--- src/rtl/bcd_counter_ctrl_if.sv ---
// Board-side signal bundle for the BCD seconds counter controller: raw buttons,
// direction level, and the digit/status outputs feeding the 7-segment path.
interface bcd_counter_ctrl_if;
    logic       btn_start_stop;
    logic       btn_clear;
    logic       dir_down;
    logic [3:0] tens;
    logic [3:0] ones;
    logic       running;
    logic       tick;
    logic       terminal;

    modport master (
        output btn_start_stop, btn_clear, dir_down,
        input  tens, ones, running, tick, terminal
    );

    modport slave (
        input  btn_start_stop, btn_clear, dir_down,
        output tens, ones, running, tick, terminal
    );
endinterface

--- src/rtl/bcd_counter_ctrl.sv ---
// Run/pause/clear controller for a two-digit BCD seconds counter with debounced buttons.
// Optional macro BCD_CTRL_STOP_AT_TERMINAL_EN: stop in DONE instead of wrapping.

module bcd_counter_ctrl_debounce #(
    parameter int unsigned CYCLES = 1
) (
    input  logic clk,
    input  logic reset_n,
    input  logic raw,
    output logic press
);
    localparam int unsigned CW = (CYCLES > 1) ? $clog2(CYCLES) : 1;
    localparam logic [CW-1:0] CNT_LAST = CW'(CYCLES - 1);

    logic [1:0]    sync_q;
    logic          level_q;
    logic          level_dly_q;
    logic [CW-1:0] cnt_q;

    // Level flips only after CYCLES consecutive disagreeing samples; press marks the 0->1 edge.
    always_ff @(posedge clk or negedge reset_n) begin
        if (!reset_n) begin
            sync_q      <= '0;
            level_q     <= 1'b0;
            level_dly_q <= 1'b0;
            cnt_q       <= '0;
            press       <= 1'b0;
        end else begin
            sync_q      <= {sync_q[0], raw};
            level_dly_q <= level_q;
            press       <= level_q & ~level_dly_q;
            if (sync_q[1] == level_q) begin
                cnt_q <= '0;
            end else if (cnt_q == CNT_LAST) begin
                level_q <= sync_q[1];
                cnt_q   <= '0;
            end else begin
                cnt_q <= cnt_q + CW'(1);
            end
        end
    end
endmodule

module bcd_counter_ctrl #(
    parameter int unsigned CLK_HZ          = 100_000_000,
    parameter int unsigned TICK_HZ         = 1,
    parameter int unsigned DEBOUNCE_CYCLES = 1_000_000
) (
    input  logic               clk,
    input  logic               reset_n,
    bcd_counter_ctrl_if.slave  bus
);
    localparam int unsigned DIV = CLK_HZ / TICK_HZ;
    localparam int unsigned PW  = (DIV > 1) ? $clog2(DIV) : 1;
    localparam logic [PW-1:0] PRESC_LAST = PW'(DIV - 1);

    typedef enum logic [1:0] {
        IDLE  = 2'd0,
        RUN   = 2'd1,
        PAUSE = 2'd2
`ifdef BCD_CTRL_STOP_AT_TERMINAL_EN
        , DONE = 2'd3
`endif
    } state_t;

    state_t        state_q, state_d;
    logic [PW-1:0] presc_q, presc_d;
    logic [3:0]    tens_q, tens_d, ones_q, ones_d;
    logic          tick_q, tick_d, terminal_q, terminal_d, running_q, running_d;
    logic          ss_evt, clr_evt, at_last, wrap;

    bcd_counter_ctrl_debounce #(.CYCLES(DEBOUNCE_CYCLES)) u_db_start_stop (
        .clk(clk), .reset_n(reset_n), .raw(bus.btn_start_stop), .press(ss_evt)
    );

    bcd_counter_ctrl_debounce #(.CYCLES(DEBOUNCE_CYCLES)) u_db_clear (
        .clk(clk), .reset_n(reset_n), .raw(bus.btn_clear), .press(clr_evt)
    );

    assign at_last = (state_q == RUN) && (presc_q == PRESC_LAST);
    assign wrap    = bus.dir_down ? ((tens_q == 4'd0) && (ones_q == 4'd0))
                                  : ((tens_q == 4'd9) && (ones_q == 4'd9));

    always_ff @(posedge clk or negedge reset_n) begin
        if (!reset_n) state_q <= IDLE;
        else          state_q <= state_d;
    end

    // Clear beats start_stop; a wrap in RUN overrides a coincident pause when stopping is enabled.
    always_comb begin
        state_d = state_q;
        if (clr_evt) begin
            state_d = IDLE;
        end else begin
            case (state_q)
                IDLE:  if (ss_evt) state_d = RUN;
                RUN: begin
                    if (ss_evt) state_d = PAUSE;
`ifdef BCD_CTRL_STOP_AT_TERMINAL_EN
                    if (at_last && wrap) state_d = DONE;
`endif
                end
                PAUSE: if (ss_evt) state_d = RUN;
`ifdef BCD_CTRL_STOP_AT_TERMINAL_EN
                DONE:  state_d = DONE;
`endif
                default: state_d = IDLE;
            endcase
        end
    end

    always_comb begin
        presc_d    = presc_q;
        tens_d     = tens_q;
        ones_d     = ones_q;
        tick_d     = 1'b0;
        terminal_d = 1'b0;
        running_d  = (state_d == RUN);
        if (clr_evt || (state_q == IDLE)) begin
            presc_d = '0;
            tens_d  = 4'd0;
            ones_d  = 4'd0;
        end else if (state_q == RUN) begin
            if (at_last) begin
                presc_d    = '0;
                tick_d     = 1'b1;
                terminal_d = wrap;
                if (bus.dir_down) begin
                    if (ones_q == 4'd0) begin
                        ones_d = 4'd9;
                        tens_d = (tens_q == 4'd0) ? 4'd9 : tens_q - 4'd1;
                    end else begin
                        ones_d = ones_q - 4'd1;
                    end
                end else begin
                    if (ones_q == 4'd9) begin
                        ones_d = 4'd0;
                        tens_d = (tens_q == 4'd9) ? 4'd0 : tens_q + 4'd1;
                    end else begin
                        ones_d = ones_q + 4'd1;
                    end
                end
`ifdef BCD_CTRL_STOP_AT_TERMINAL_EN
                if (wrap) begin
                    tens_d = tens_q;
                    ones_d = ones_q;
                end
`endif
            end else begin
                presc_d = presc_q + PW'(1);
            end
        end
    end

    always_ff @(posedge clk or negedge reset_n) begin
        if (!reset_n) begin
            presc_q    <= '0;
            tens_q     <= 4'd0;
            ones_q     <= 4'd0;
            tick_q     <= 1'b0;
            terminal_q <= 1'b0;
            running_q  <= 1'b0;
        end else begin
            presc_q    <= presc_d;
            tens_q     <= tens_d;
            ones_q     <= ones_d;
            tick_q     <= tick_d;
            terminal_q <= terminal_d;
            running_q  <= running_d;
        end
    end

    assign bus.tens     = tens_q;
    assign bus.ones     = ones_q;
    assign bus.tick     = tick_q;
    assign bus.terminal = terminal_q;
    assign bus.running  = running_q;
endmodule

--- src/flat_wrapper.sv ---
// flat-port wrapper written by rule: the top's interface ports become plain ports
module bcd_counter_ctrl_flat 
#(
    parameter int unsigned CLK_HZ          = 100_000_000,
    parameter int unsigned TICK_HZ         = 1,
    parameter int unsigned DEBOUNCE_CYCLES = 1_000_000
)
  (clk, reset_n, bus_btn_start_stop, bus_btn_clear, bus_dir_down, bus_tens, bus_ones, bus_running, bus_tick, bus_terminal);
  bcd_counter_ctrl_if bus_i ();
  input  logic clk;
  input  logic reset_n;
  input wire logic [$bits(bus_i.btn_start_stop)-1:0] bus_btn_start_stop;
  input wire logic [$bits(bus_i.btn_clear)-1:0] bus_btn_clear;
  input wire logic [$bits(bus_i.dir_down)-1:0] bus_dir_down;
  output wire logic [$bits(bus_i.tens)-1:0] bus_tens;
  output wire logic [$bits(bus_i.ones)-1:0] bus_ones;
  output wire logic [$bits(bus_i.running)-1:0] bus_running;
  output wire logic [$bits(bus_i.tick)-1:0] bus_tick;
  output wire logic [$bits(bus_i.terminal)-1:0] bus_terminal;
  assign bus_i.btn_start_stop = bus_btn_start_stop;
  assign bus_i.btn_clear = bus_btn_clear;
  assign bus_i.dir_down = bus_dir_down;
  assign bus_tens = bus_i.tens;
  assign bus_ones = bus_i.ones;
  assign bus_running = bus_i.running;
  assign bus_tick = bus_i.tick;
  assign bus_terminal = bus_i.terminal;
  bcd_counter_ctrl #(.CLK_HZ(CLK_HZ), .TICK_HZ(TICK_HZ), .DEBOUNCE_CYCLES(DEBOUNCE_CYCLES)) u_core (.clk(clk), .reset_n(reset_n), .bus(bus_i));
endmodule
--- config.mk ---
export PLATFORM = sky130hd
export DESIGN_NAME = bcd_counter_ctrl_flat
export DESIGN_NICKNAME = d
export VERILOG_FILES = /design/src/rtl/bcd_counter_ctrl_if.sv /design/src/rtl/bcd_counter_ctrl.sv /design/src/flat_wrapper.sv
export SDC_FILE = /design/constraint.sdc
export NUM_CORES = 1
export LEC_CHECK = 0
export CORE_MARGIN = 8
export CORE_UTILIZATION = 57
export CTS_BUF_LIST = sky130_fd_sc_hd__clkbuf_2 sky130_fd_sc_hd__clkbuf_4 sky130_fd_sc_hd__clkbuf_8
export DETAILED_ROUTE_END_ITERATION = 16
export GPL_TIMING_DRIVEN = 1
export PLACE_DENSITY = 0.78
export SYNTH_ARGS = -nofsm -noshare
export SYNTH_HDL_FRONTEND = slang
export SYNTH_HIERARCHICAL = 1
export SYNTH_SLANG_ARGS = --single-unit
--- constraint.sdc ---
create_clock -name clk -period 1.9 [get_ports clk]
set_clock_uncertainty 0.1 [all_clocks]
set_input_delay 0.38 -clock clk [delete_from_list [all_inputs] [get_ports clk]]
set_output_delay 0.38 -clock clk [all_outputs]
set_load 0.005 [all_outputs]
* After elaboration in Yosys (flattened, before gate mapping)
Cells that the tools add are included.
Cells by class: add/sub/neg operators 7, equality and inequality tests 11, muxes and demuxes 32, bitwise gates (word level) 6, reductions and logical operators 15
Operators with widths (count):
- $mux W27 | 3
- $mux W20 | 4
- $mux W4 | 14
- $add A20 B1 Y20 const B | 2
- $eq A20 B20 Y1 const B | 2
- $add A27 B1 Y27 const B | 1
- $eq A27 B27 Y1 const B | 1
- $add A4 B1 Y4 const B | 2
- $eq A4 B4 Y1 const B | 2
- $logic_not A4 Y1 | 2
- $sub A4 B1 Y4 const B | 2
- $mux W1 | 7
- $mux W2 | 3
- $reduce_and A2 Y1 | 3
- $eq A2 B1 Y1 const B | 2
- $not A1 Y1 | 4
- $pmux W2 S2 | 1
- $reduce_and A4 Y1 | 1
- $reduce_bool A2 Y1 | 2
- $logic_and A1 B1 Y1 | 3
- $ne A3 B1 Y1 const B | 1
- $reduce_bool A3 Y1 | 1
- $and A1 B1 Y1 | 2
- $eq A1 B1 Y1 | 2
- other kinds (4) | 4
Word-level totals: register bits 90

* Longest topological paths before layout
Gate-level depths: netlist of run 1.
depth in word-level cells 7, mapped depth 8, gate-level depth less buffers 6

* Hierarchy
The synthesis of run 1 kept the hierarchy.
By module, submodules not included:
- bcd_counter_ctrl_debounce | instances 2, cells an instance 111, area each 1171.1 um^2
- bcd_counter_ctrl | instances 1, cells an instance 258, area each 2316.0 um^2

* Least setup slack after synthesis of run 1
No wires, ideal clock.
path type flip-flop to flip-flop, start register u_core.presc_q[0], end register u_core.tens_q[0], in the netlist u_core/bus.tens[0], setup time 0.132 ns, data arrival time 1.823 ns, required time 1.668 ns, path slack -0.154 ns, stages on the path, launching flop included 8, path buffers 1, cell sequence dfrtp_1 ha_1 nand4_1 or3_1 or3_1 buf_6 o41ai_2 a21oi_1
Between the ends: longest elaborated chain between the ends 4
RTL lines:
- from (decl) | line bcd_counter_ctrl.sv:67 | logic [PW-1:0] presc_q, presc_d;
- from (signal assigned) | line bcd_counter_ctrl.sv:164 | presc_q <= presc_d;
- $eq A27 B27 Y1 | line bcd_counter_ctrl.sv:80 | assign at_last = (state_q == RUN) && (presc_q == PRESC_LAST);
- $logic_and A1 B1 Y1 | line bcd_counter_ctrl.sv:80
- $reduce_bool A2 Y1 (no line)
- $reduce_and A4 Y1 (no line)
- to (signal assigned) | line bcd_counter_ctrl.sv:165 | tens_q <= tens_d;
- to (decl) | line bcd_counter_ctrl.sv:68 | logic [3:0] tens_q, tens_d, ones_q, ones_d;
No other way between the ends. A chain may end at the register's enable or synchronous reset.

* Final worst setup path of run 1
start register u_core.presc_q[0], end register u_core.presc_q[22]
Between the ends: longest elaborated chain between the ends 5
RTL lines:
- parallel branches: the longest is 2 deep, another holds $add A27 B1 Y27
- $mux W27 * | line bcd_counter_ctrl.sv:124 | if (at_last) begin
- $mux W27 * | line bcd_counter_ctrl.sv:123 | end else if (state_q == RUN) begin
- $mux W27 * | line bcd_counter_ctrl.sv:119 | if (clr_evt || (state_q == IDLE)) begin
Every way passes the cells marked *. The select of a mux whose other input is x is not followed.

==> run metrics, run 1 <==
CTS tree yes; vias 3,989; power density over the cells approximately 560 mW/mm²; max-slew violations 0; nets 579; Setup crit start kind register; hold slack around 250 ps; leakage 2.50 nW; Critical Path Most Common Cell or3_4; status finished, violations left; Final ANT Viol Nets 0; RR Startpoint u_core/presc_q[0]; final setup violation count 36; DIE HEIGHT roughly 110 µm; first-pass GRT wire length 16,900 µm; cts bufs inserted 9; WL per Instance 17.2 µm; Distinct cells, synth 47; Filler Cells Inserted approximately 500; placer congestion estimate 0.824; combinational share of power 3.8%; failing checks negative setup slack; fin cells about 700; Reg power frac around 56%; Sw Ratio approximately 23%; dpl cells ~650; Reg clk slew, reported paths 100 ps; Die X between 100 and 150 µm; number of global-route vias before repair about 3.7k; clock root buffer clkbuf_8; Final Critical Period 2220 ps; worst vdd ir about 0.7 mV; post-synthesis mux area share under 10%; HP Start u_core/u_db_start_stop/sync_q[0]; Reg2Reg Depth 7; Top FF cell, synth dfrtp_1; Clk pwr share 40.0%; I/O Pins 16; setup ws final -321 ps; Arrival @ worst endpoint 2420 ps; vias per cell 5.86; grt total ovfl 0; Area Overhead vs Synth 31.3%; Crit Reg-Reg Endpoint u_core/presc_q[22]; initial antenna violation count 0; Setup TNS Final -7320 ps; Worst path depth 7; Rel. slew slack about half; Worst Path Required 2100 ps; H-Tree Depth 3; main combinational cell family by area after synthesis simple AND/OR/NAND/NOR gates; final instance area between 0.006 and 0.007 mm²; Slew @ Worst Pin between 700 and 800 ps; Worst Hold Class reg2reg; row count 33; GRT Total Usage between 10% and 20%; DRC viols 0; Final Util 76.0%; r2r setup slk -320 ps; 1st-iter DRT viols 218; FMAX ~0.45 GHz; maximum number of pins on one net before global-route repair 38; Seq/Total Area, Yosys between 40% and 50%; Initial DRT Pass Iterations 5; crit path buf inv count 1; simple-gate share of the synthesized area ~28%; Post-synth ARST share 100%; hpwl dp 6720 µm; Cell Area, Synth roughly 0.0047 mm²; Crit Path Max Fanout 2; Worst path slowest cell or3_4; Synth Area in Compound Gates just over 6%; clock sink total 90; layout cells sized above 1 between 20% and 30%; critical path's top delay family simple AND/OR/NAND/NOR gates; post-synthesis cell count 480; Post-synth EDFFs 0; clock tree buffer depth 2; RSZ-0062 raised after global routing yes; worst path cell trace ha_2 -> nand4_1 -> or3_4 -> buf_6 -> or3_4 -> or3_4 -> a21oi_2; initial core utilization 57.9%; final wirelength between 10,000 and 15,000 µm; syn_area_per_cell slightly below 10 µm²; Seq cells post-synth 90; Max Cap Viol 0; cell-internal power between 2 and 3 mW; Placed Area ~0.0054 mm²; Min-Delay Endpoint u_core/u_db_start_stop/sync_q[1]; YS warnings 6; PortBufs 15; antenna cells 0; Adder-Cell Fraction of Synth Area 0.806%; XOR/XNOR Fraction of Synth Area a little under an eighth; Worst setup EP type register; Worst Hold Depth 0; Tcrit/Tclk final 117%; core area between 0.008 and 0.009 mm²; switching power between 0.7 and 0.8 mW; Skew-Pair Late Insertion Delay 370 ps; Post-Syn Nets between 400 and 500; die area approximately 0.011 mm²; Hold Vio Cnt, Final 0; CP max stage delay roughly 400 ps; Setup CP Type reg2reg
-- sequential cells by signal, indices dropped and copies added, names as in the netlist --
name and flops:
u_core/bus.ones 4, u_core/bus.running 1, u_core/bus.tens 4, u_core/bus.terminal 1, u_core/bus.tick 1, u_core/presc_q 27
u_core/state_q 2, u_core/u_db_clear/cnt_q 20, u_core/u_db_clear/level_dly_q 1, u_core/u_db_clear/level_q 1, u_core/u_db_clear/press 1, u_core/u_db_clear/sync_q 2
u_core/u_db_start_stop/cnt_q 20, u_core/u_db_start_stop/level_dly_q 1, u_core/u_db_start_stop/level_q 1, u_core/u_db_start_stop/press 1, u_core/u_db_start_stop/sync_q 2
-- worst reg2reg max path: stages (launching register included) --
cell and delay, ps:
dfrtp_1 370, ha_2 190, nand4_1 130, or3_4 400, buf_6 130, or3_4 340
or3_4 350, a21oi_2 140
-- kinds of logic (layout without fill, tap and decap cells) --
group           after synthesis  count (layout)
mux                          10              10
xor+xnor                     62              62
flops                        90              90
buf+inv                      29             125
compound gates               45              45
fa+ha+maj                     3               3
simple gates                241             241
-- per-layer routing --
metal	GRT usage, %	part of all wire (%)
met3	4.42	5.0
met4	6.83	3.0
met5	0	0
met2	29.0	50
met1	23.4	42
-- Yosys cell counts (all sizes together) (6+ instances only) --
| library cell | count | area, µm² |
|---|---|---|
| clkbuf | 10 | 37.5 |
| xor2 | 30 | 263 |
| and2 | 7 | 43.8 |
| inv | 13 | 48.8 |
| mux2i | 8 | 80.1 |
| nor4b | 8 | 70.1 |
| xnor2 | 32 | 280 |
| o21ai | 19 | 103 |
| nor4 | 19 | 150 |
| nand4 | 23 | 193 |
| nand2 | 33 | 124 |
| nand3 | 26 | 135 |
| dfrtp | 90 | 2250 |
| nor2 | 75 | 282 |
| buf | 6 | 41.3 |
| nor3 | 17 | 85.1 |
| or3 | 9 | 56.3 |
| a21oi | 11 | 55.1 |
-- final cells by class --
cell class | count | area (µm²) | area share (%)
inverters | 13 | 48.8 | 0.798
clock buffers | 11 | 151 | 2.47
flip-flops and latches | 90 | 2260 | 37.0
clock inverters | 5 | 60.1 | 0.982
multi-input cells | 361 | 2560 | 41.9
well taps | 105 | 131 | 2.15
repair buffers | 96 | 898 | 14.7
-- power groups by stage --
stage	Clock [mW]	Combinational [mW]	Sequential, mW
detailed placement	0	0.129	1.98
floorplan	0	0.0450	1.98
CTS	1.40	0.132	1.94
global route	1.50	0.152	1.94
global placement	0	0.126	1.98
finish	1.38	0.132	1.94
-- worst max path at each step --
stage	start	slack (ps)	to
floorplan	u_core/presc_q[0]	-100	u_core/bus.ones[3]
global placement	u_core/presc_q[1]	-120	u_core/bus.ones[2]
detailed placement	u_core/presc_q[0]	-200	u_core/presc_q[2]
CTS	u_core/presc_q[1]	-200	u_core/presc_q[22]
global route	u_core/presc_q[1]	-400	u_core/presc_q[22]
finish	u_core/presc_q[0]	-320	u_core/presc_q[22]
-- through the flow --
stage | power, mW | worst slack [ps]
floorplan | 2.02 | -101
global placement | 2.10 | -120
detailed placement | 2.11 | -197
CTS | 3.47 | -195
global route | 3.59 | -405
finish | 3.45 | -321
-- layout by cell type (no fill, tap or decap), types with 5 or more instances in the layout --
| cell type | Yosys | final |
|---|---|---|
| inv_1 | 13 | 13 |
| clkbuf_8 | 0 | 11 |
| buf_4 | 2 | 64 |
| dfrtp_1 | 90 | 80 |
| xnor2_1 | 32 | 31 |
| o21ai_2 | 2 | 7 |
| and2_1 | 7 | 7 |
| mux2i_1 | 8 | 8 |
| o21ai_0 | 17 | 11 |
| nand3_1 | 25 | 23 |
| nor4_1 | 14 | 13 |
| nor4b_1 | 8 | 7 |
| xor2_1 | 30 | 30 |
| dfrtp_2 | 0 | 10 |
| nor2_4 | 0 | 12 |
| nor3_1 | 17 | 15 |
| nor2_2 | 0 | 11 |
| nand2_1 | 33 | 32 |
| a21oi_1 | 11 | 9 |
| and3_1 | 5 | 5 |
| buf_6 | 1 | 8 |
| clkdlybuf4s50_1 | 0 | 13 |
| nand4_1 | 18 | 18 |
| buf_12 | 0 | 6 |
| nor2_1 | 75 | 52 |
| or3_1 | 9 | 5 |
-- repair_timing --
item	in CTS	in global routing
hold buffers	1	0
gates cloned	1	2
resized for setup	19	71
endpoints found under the hold margin	26	0
pin swaps	9	22
setup buffers	5	12
endpoints found under the setup margin	40	45
(Power assumes the default switching activity.)
==> inputs of run 2 (changes only) <==
--- a/config.mk
+++ b/config.mk
@@ -5,12 +5,13 @@
 export SDC_FILE = /design/constraint.sdc
 export NUM_CORES = 1
 export LEC_CHECK = 0
+export ABC_AREA = 1
 export CORE_MARGIN = 8
-export CORE_UTILIZATION = 57
+export CORE_UTILIZATION = 58
 export CTS_BUF_LIST = sky130_fd_sc_hd__clkbuf_2 sky130_fd_sc_hd__clkbuf_4 sky130_fd_sc_hd__clkbuf_8
 export DETAILED_ROUTE_END_ITERATION = 16
 export GPL_TIMING_DRIVEN = 1
-export PLACE_DENSITY = 0.78
+export PLACE_DENSITY = 0.79
 export SYNTH_ARGS = -nofsm -noshare
 export SYNTH_HDL_FRONTEND = slang
 export SYNTH_HIERARCHICAL = 1
==> run metrics, run 2 <==
Setup CP Type reg2out; Post-synth ARST share 100% (unchanged); leakage 2.51 nW (+0.17%); post-synthesis cell count 711 (+48%); Crit Reg-Reg Endpoint u_core/presc_q[26]; grt total ovfl 0 (unchanged); Slew @ Worst Pin 442 ps (-288 ps); row count 34 (+3.0%); Worst setup EP type output pin; cts bufs inserted 9 (unchanged); Setup WS pre-CTS 133 ps (+330 ps); Post-CTS Setup Bufs 0 (-5); Register Area 0.00225 mm² (-0.44%); max FFs per register 27 (unchanged); Setup crit start kind register; r2r setup slk 160 ps (+480 ps); Setup TNS Final 0 ps (+7320 ps); Tcrit/Tclk final 96.5% (-20 points); WL per Instance 13.3 µm (-23%); multi-input logic area 0.00267 mm² (+4.1%); most frequent cells in the layout nand2_1, nor2_1, dfrtp_1; setup ws final 66.9 ps (+388 ps); nets 753 (+30%); maximum number of pins on one net before global-route repair 35 (-7.9%); Arrival @ worst endpoint 1350 ps (-1070 ps); Seq/Total Area, Yosys 43.0% (-5.4 points); number of global-route vias before repair 4,460 (+21%); Hold Vio Cnt, Final 0 (unchanged); Worst path slowest cell clkdlybuf4s50_1; Initial DRT Pass Iterations 5 (unchanged); power density over the cells 594 mW/mm² (+5.2%); Worst path depth 1 (-6); placer congestion estimate 0.960 (+17%); max-slew violations 0 (unchanged); YS warnings 6 (unchanged); Yosys top cell area share 43.0% (-5.4 points); largest area contributor in the netlist dfrtp_1; DIE HEIGHT 111 µm (+4.4%); RSZ-0062 raised after global routing no; vias 4,670 (+17%); GRT Total Usage 19.0% (+0.83 points); Tot Pwr 3.45 mW (about the same); CTS tree yes; Worst Hold Class reg2reg; clock root buffer clkbuf_8; status completed; I/O Pins 16 (unchanged); Max Cap Viol 0 (unchanged); Largest regs u_core/presc_q x27, u_core/u_db_clear/cnt_q x20, u_core/u_db_start_stop/cnt_q x20; Reg2Reg Depth 10 (+3); H-Tree Depth 3 (unchanged); worst path cell trace clkdlybuf4s50_1; worst vdd ir 0.550 mV (-19%); Distinct cells, synth 35 (-26%); Final ANT Viol Nets 0 (unchanged); most common cell after layout, fill and taps aside nand2_1; first-pass GRT wire length 20,000 µm (+19%); core area 0.00876 mm² (+8.8%); most common library cells after synthesis nand2_1, nor2_1, dfrtp_1; Crit Path Max Fanout 6 (+4); Filler Cells Inserted 762 (+50%); Final Critical Period 1830 ps (-388 ps); Worst Hold Depth 0 (unchanged); CP max stage delay 540 ps (+140 ps); vias per cell 5.44 (-7.1%); layout cells sized above 1 12.0% (-18 points); Skew-Pair Late Insertion Delay 360 ps (about the same); critical path's top delay family buffers and inverters; DRC viols 0 (unchanged); hpwl dp 8450 µm (+26%); clock sink total 90 (unchanged); antenna cells 0 (unchanged); Area Overhead vs Synth 10.9%; FMAX 0.546 GHz (+21%); Post-Syn Nets 719 (+47%); Area contributors post-synth dfrtp_1, nand2_1, nor2_1; worst setup path startpoint u_core/bus.ones[3]; PortBufs 15 (unchanged); worst setup path end bus_ones[3]; Post-synth EDFFs 0 (unchanged); most common cell in the netlist nand2_1; Die X 111 µm (+4.4%); clock tree buffer depth 2 (unchanged); Cell Area, Synth 0.00524 mm² (+12%); syn_area_per_cell 7.37 µm² (-24%); Seq cells post-synth 90 (unchanged); Rel. slew slack 70.5% (+19 points); initial core utilization 59.8% (+1.9 points); Worst Path Required 1420 ps (-680 ps); Final Util 66.3% (-9.7 points); final wirelength 11,400 µm (-3.2%); Top FF cell, synth dfrtp_1; RR Startpoint u_core/presc_q[1]; die area 0.0123 mm² (+8.9%); Reg with most FFs u_core/presc_q; initial antenna violation count 0 (unchanged); final setup violation count 0 (-100%); 1st-iter DRT viols 283 (+30%); Reg clk slew, reported paths 80 ps (-20 ps); crit path buf inv count 1 (unchanged)
==> run 2: changes by cell type in the layout (fill, tap and decap cells not counted), sizes merged, moves of 6 or more <==
cell / delta
or3: -9
nor4: -19
nor4b: -8
nand2: +142
xor2: -8
nor2: +109
xnor2: -26
and2: -7
nand3: +38
buf: -68
mux2i: -8
nor3b: +6
inv: +62
==> run 2: how the worst min path moves through the flow <==
stage | to | slack [ps] | startpoint
2_1_floorplan | u_core/bus.ones[0] | -20 | reset_n
3_3_place_gp | u_core/u_db_start_stop/sync_q[1] | 230 | u_core/u_db_start_stop/sync_q[0]
3_5_place_dp | u_core/u_db_clear/sync_q[1] | 240 | u_core/u_db_clear/sync_q[0]
4_1_cts | u_core/u_db_clear/sync_q[1] | 260 | u_core/u_db_clear/sync_q[0]
5_1_grt | u_core/u_db_clear/sync_q[1] | 270 | u_core/u_db_clear/sync_q[0]
6_report | u_core/u_db_clear/sync_q[1] | 260 | u_core/u_db_clear/sync_q[0]
==> run 2: what timing repair did <==
item | in CTS | in global routing
gates resized for setup | 0 | 2
setup endpoints to repair | 0 | 2
hold buffers | 1 | 0
hold endpoints to repair | 31 | 0
==> run 2: kinds of logic (layout without fill, tap and decap cells) <==
family                   count (synthesis)  count (layout)  share of synthesized area (%)
adder cells (fa/ha/maj)                  3               3                          0.717
flip-flops                              90              90                           43.0
AND/OR/NAND/NOR                        474             474                           41.1
AO/OA/AOI/OAI                           37              37                           4.13
XOR/XNOR                                28              28                           4.97
buffers and inverters                   79             118                           6.09
==> run 2: final cells by class <==
| class | instances | area share [%] |
|---|---|---|
| clock buffers | 13 | 2.97 |
| multi-input cells | 542 | 45.9 |
| well taps | 108 | 2.33 |
| inverters | 76 | 4.95 |
| repair buffers | 26 | 4.22 |
| clock inverters | 3 | 0.797 |
| flip-flops and latches | 90 | 38.8 |
==> run 2: power by group <==
group          leakage [nW]  switching, mW  internal [mW]
combinational          1.16         0.0704         0.0293
clock                 0.109          0.680          0.734
sequential             1.24         0.0105           1.93
==> run 2: per-layer routing <==
layer,GRT usage [%],vias to the layer above,share of wire (%)
met5,0,-,0
met3,3.73,17,4.2
met4,6.84,0,1.7
met1,23.6,2209,46
met2,32.0,116,48
li1,-,2328,-
==> run 2: metrics by stage <==
step / area (µm²) / hold slack, ps / std cells
2_1_floorplan: 5240 / -15.6 / 711
5_1_grt: 5810 / 265 / 858
3_5_place_dp: 5580 / 237 / 841
3_3_place_gp: 5580 / 233 / 841
4_1_cts: 5810 / 256 / 858
6_report: 5810 / 256 / 858
==> inputs of run 3 (changes only) <==
--- a/config.mk
+++ b/config.mk
@@ -10,8 +10,9 @@
 export CORE_UTILIZATION = 58
 export CTS_BUF_LIST = sky130_fd_sc_hd__clkbuf_2 sky130_fd_sc_hd__clkbuf_4 sky130_fd_sc_hd__clkbuf_8
 export DETAILED_ROUTE_END_ITERATION = 16
-export GPL_TIMING_DRIVEN = 1
+export GPL_TIMING_DRIVEN = 0
 export PLACE_DENSITY = 0.79
+export SKIP_CTS_REPAIR_TIMING = 1
 export SYNTH_ARGS = -nofsm -noshare
 export SYNTH_HDL_FRONTEND = slang
 export SYNTH_HIERARCHICAL = 1
==> run metrics, run 3 (synthesized netlist as in run 2, its figures left out) <==
Slew @ Worst Pin 386 ps (-56.4 ps); Reg power frac 55.5% (-0.7 points); clock tree buffer depth 2 (unchanged); worst path cell trace clkdlybuf4s50_1; grt total ovfl 0 (unchanged); power density over the cells 601 mW/mm² (+1.1%); row count 34 (unchanged); Tcrit/Tclk final 95.9% (-0.54 points); switching power 0.702 mW (-7.8%); crit path buf inv count 1 (unchanged); Final Critical Period 1820 ps (-10.2 ps); vias per cell 5.37 (-1.4%); Placed Area 0.00555 mm² (-0.52%); Worst setup EP type output pin; critical path's top delay family buffers and inverters; CP max stage delay 540 ps (about the same); Die X 111 µm (unchanged); RSZ-0062 raised after global routing no; Final ANT Viol Nets 0 (unchanged); dpl cells 835 (-0.71%); Sw Ratio 20.1% (-2.0 points); vias 4,569 (-2.2%); GRT Total Usage 18.4% (-0.58 points); Worst Path Required 1420 ps (about the same); final wirelength 11,200 µm (-1.6%); core area 0.00876 mm² (unchanged); FMAX 0.549 GHz (+0.56%); max FFs per register 27 (unchanged); Largest regs u_core/presc_q x27, u_core/u_db_clear/cnt_q x20, u_core/u_db_start_stop/cnt_q x20; CTS tree yes; Setup crit start kind register; max-slew violations 0 (unchanged); Worst Hold Depth 0 (unchanged); Initial DRT Pass Iterations 5 (unchanged); Arrival @ worst endpoint 1340 ps (about the same); Setup CP Type reg2out; cell-internal power 2.79 mW (+3.7%); setup ws final 77.1 ps (+10.2 ps); hpwl dp 8360 µm (-1.1%); most frequent cells in the layout nand2_1, nor2_1, dfrtp_1; maximum number of pins on one net before global-route repair 64 (+83%); cts bufs inserted 9 (unchanged); layout cells sized above 1 11.6% (-0.43 points); Worst Hold Class reg2reg; Final Util 66.3% (about the same); Max Cap Viol 0 (unchanged); fin cells 851 (-0.82%); worst vdd ir 0.424 mV (-23%); Crit Path Max Fanout 6 (unchanged); Setup TNS Final 0 ps (unchanged); combinational share of power 2.7% (-0.2 points); first-pass GRT wire length 19,400 µm (-3.1%); most common cell after layout, fill and taps aside nand2_1; antenna cells 0 (unchanged); 1st-iter DRT viols 287 (+1.4%); Clk pwr share 41.8% (+0.8 points); nets 747 (-0.80%); H-Tree Depth 3 (unchanged); final instance area 0.00581 mm² (about the same); Reg with most FFs u_core/presc_q; DIE HEIGHT 111 µm (unchanged); hold slack 256 ps (+0.552 ps); clock sink total 90 (unchanged); Reg2Reg Depth 10 (unchanged); final setup violation count 0 (unchanged); leakage 2.48 nW (-1.1%); Tot Pwr 3.49 mW (+1.2%); Skew-Pair Late Insertion Delay 340 ps (-20 ps); I/O Pins 16 (unchanged); number of global-route vias before repair 4,429 (-0.70%); clock root buffer clkbuf_8; Worst path depth 1 (unchanged); initial antenna violation count 0 (unchanged); DRC viols 0 (unchanged); Rel. slew slack 74.3% (+3.8 points); initial core utilization 59.8% (unchanged); Reg clk slew, reported paths 80 ps (about the same); Area Overhead vs Synth 11.0% (about the same); Setup WS pre-CTS -41.7 ps (-174 ps); WL per Instance 13.2 µm (-0.76%); PortBufs 15 (unchanged); Worst path slowest cell clkdlybuf4s50_1; Hold Vio Cnt, Final 0 (unchanged); status completed; placer congestion estimate 0.885 (-7.9%); die area 0.0123 mm² (unchanged); Filler Cells Inserted 743 (-2.5%)
run 3: layer usage:
metal / up-vias / GRT usage (%) / routed length [µm]
met3: 10 / 3.79 / 463
met4: 0 / 6.84 / 127
met5: - / 0 / 0
met2: 89 / 30.8 / 5510
li1: 2316 / - / -
met1: 2154 / 22.8 / 5090
run 3: path summary, 6_finish.rpt:
check,slack (ps),end,start
max,80,bus_ones[3],u_core/bus.ones[3]
min,260,u_core/u_db_clear/sync_q[1],u_core/u_db_clear/sync_q[0]
max in group asynchronous,680,u_core/u_db_start_stop/cnt_q[4],reset_n
min in group asynchronous,390,u_core/presc_q[17],reset_n
max reg2reg,110,u_core/presc_q[26],u_core/presc_q[0]
min reg2reg,260,u_core/u_db_clear/sync_q[1],u_core/u_db_clear/sync_q[0]
run 3: area by class of cell:
cell class | instances | area [µm²] | area share (%)
well taps | 108 | 135 | 2.32
clock inverters | 2 | 60.1 | 1.03
multi-input cells | 542 | 2690 | 46.2
repair buffers | 17 | 185 | 3.18
plain buffers | 3 | 31.3 | 0.538
inverters | 76 | 292 | 5.01
flip-flops and latches | 90 | 2260 | 38.8
clock buffers | 13 | 166 | 2.86
run 3: worst reg2reg max path, stage by stage, from the launching register on:
cell and delay [ps]:
dfrtp_2 420, ha_4 180, inv_1 50, nor2_1 130, nand2_2 120, nor2_2 130
nand2_2 100, nand2_8 120, clkinvlp_4 190, nand2_1 110, nor2_1 40
run 3: power by group through the flow:
stage          sequential [mW]  clock, mW  combinational [mW]
2_1_floorplan             1.97          0              0.0334
3_3_place_gp              1.98          0              0.0887
3_5_place_dp              1.98          0              0.0969
4_1_cts                   1.94       1.50              0.0974
5_1_grt                   1.94       1.57               0.112
6_report                  1.94       1.46              0.0948
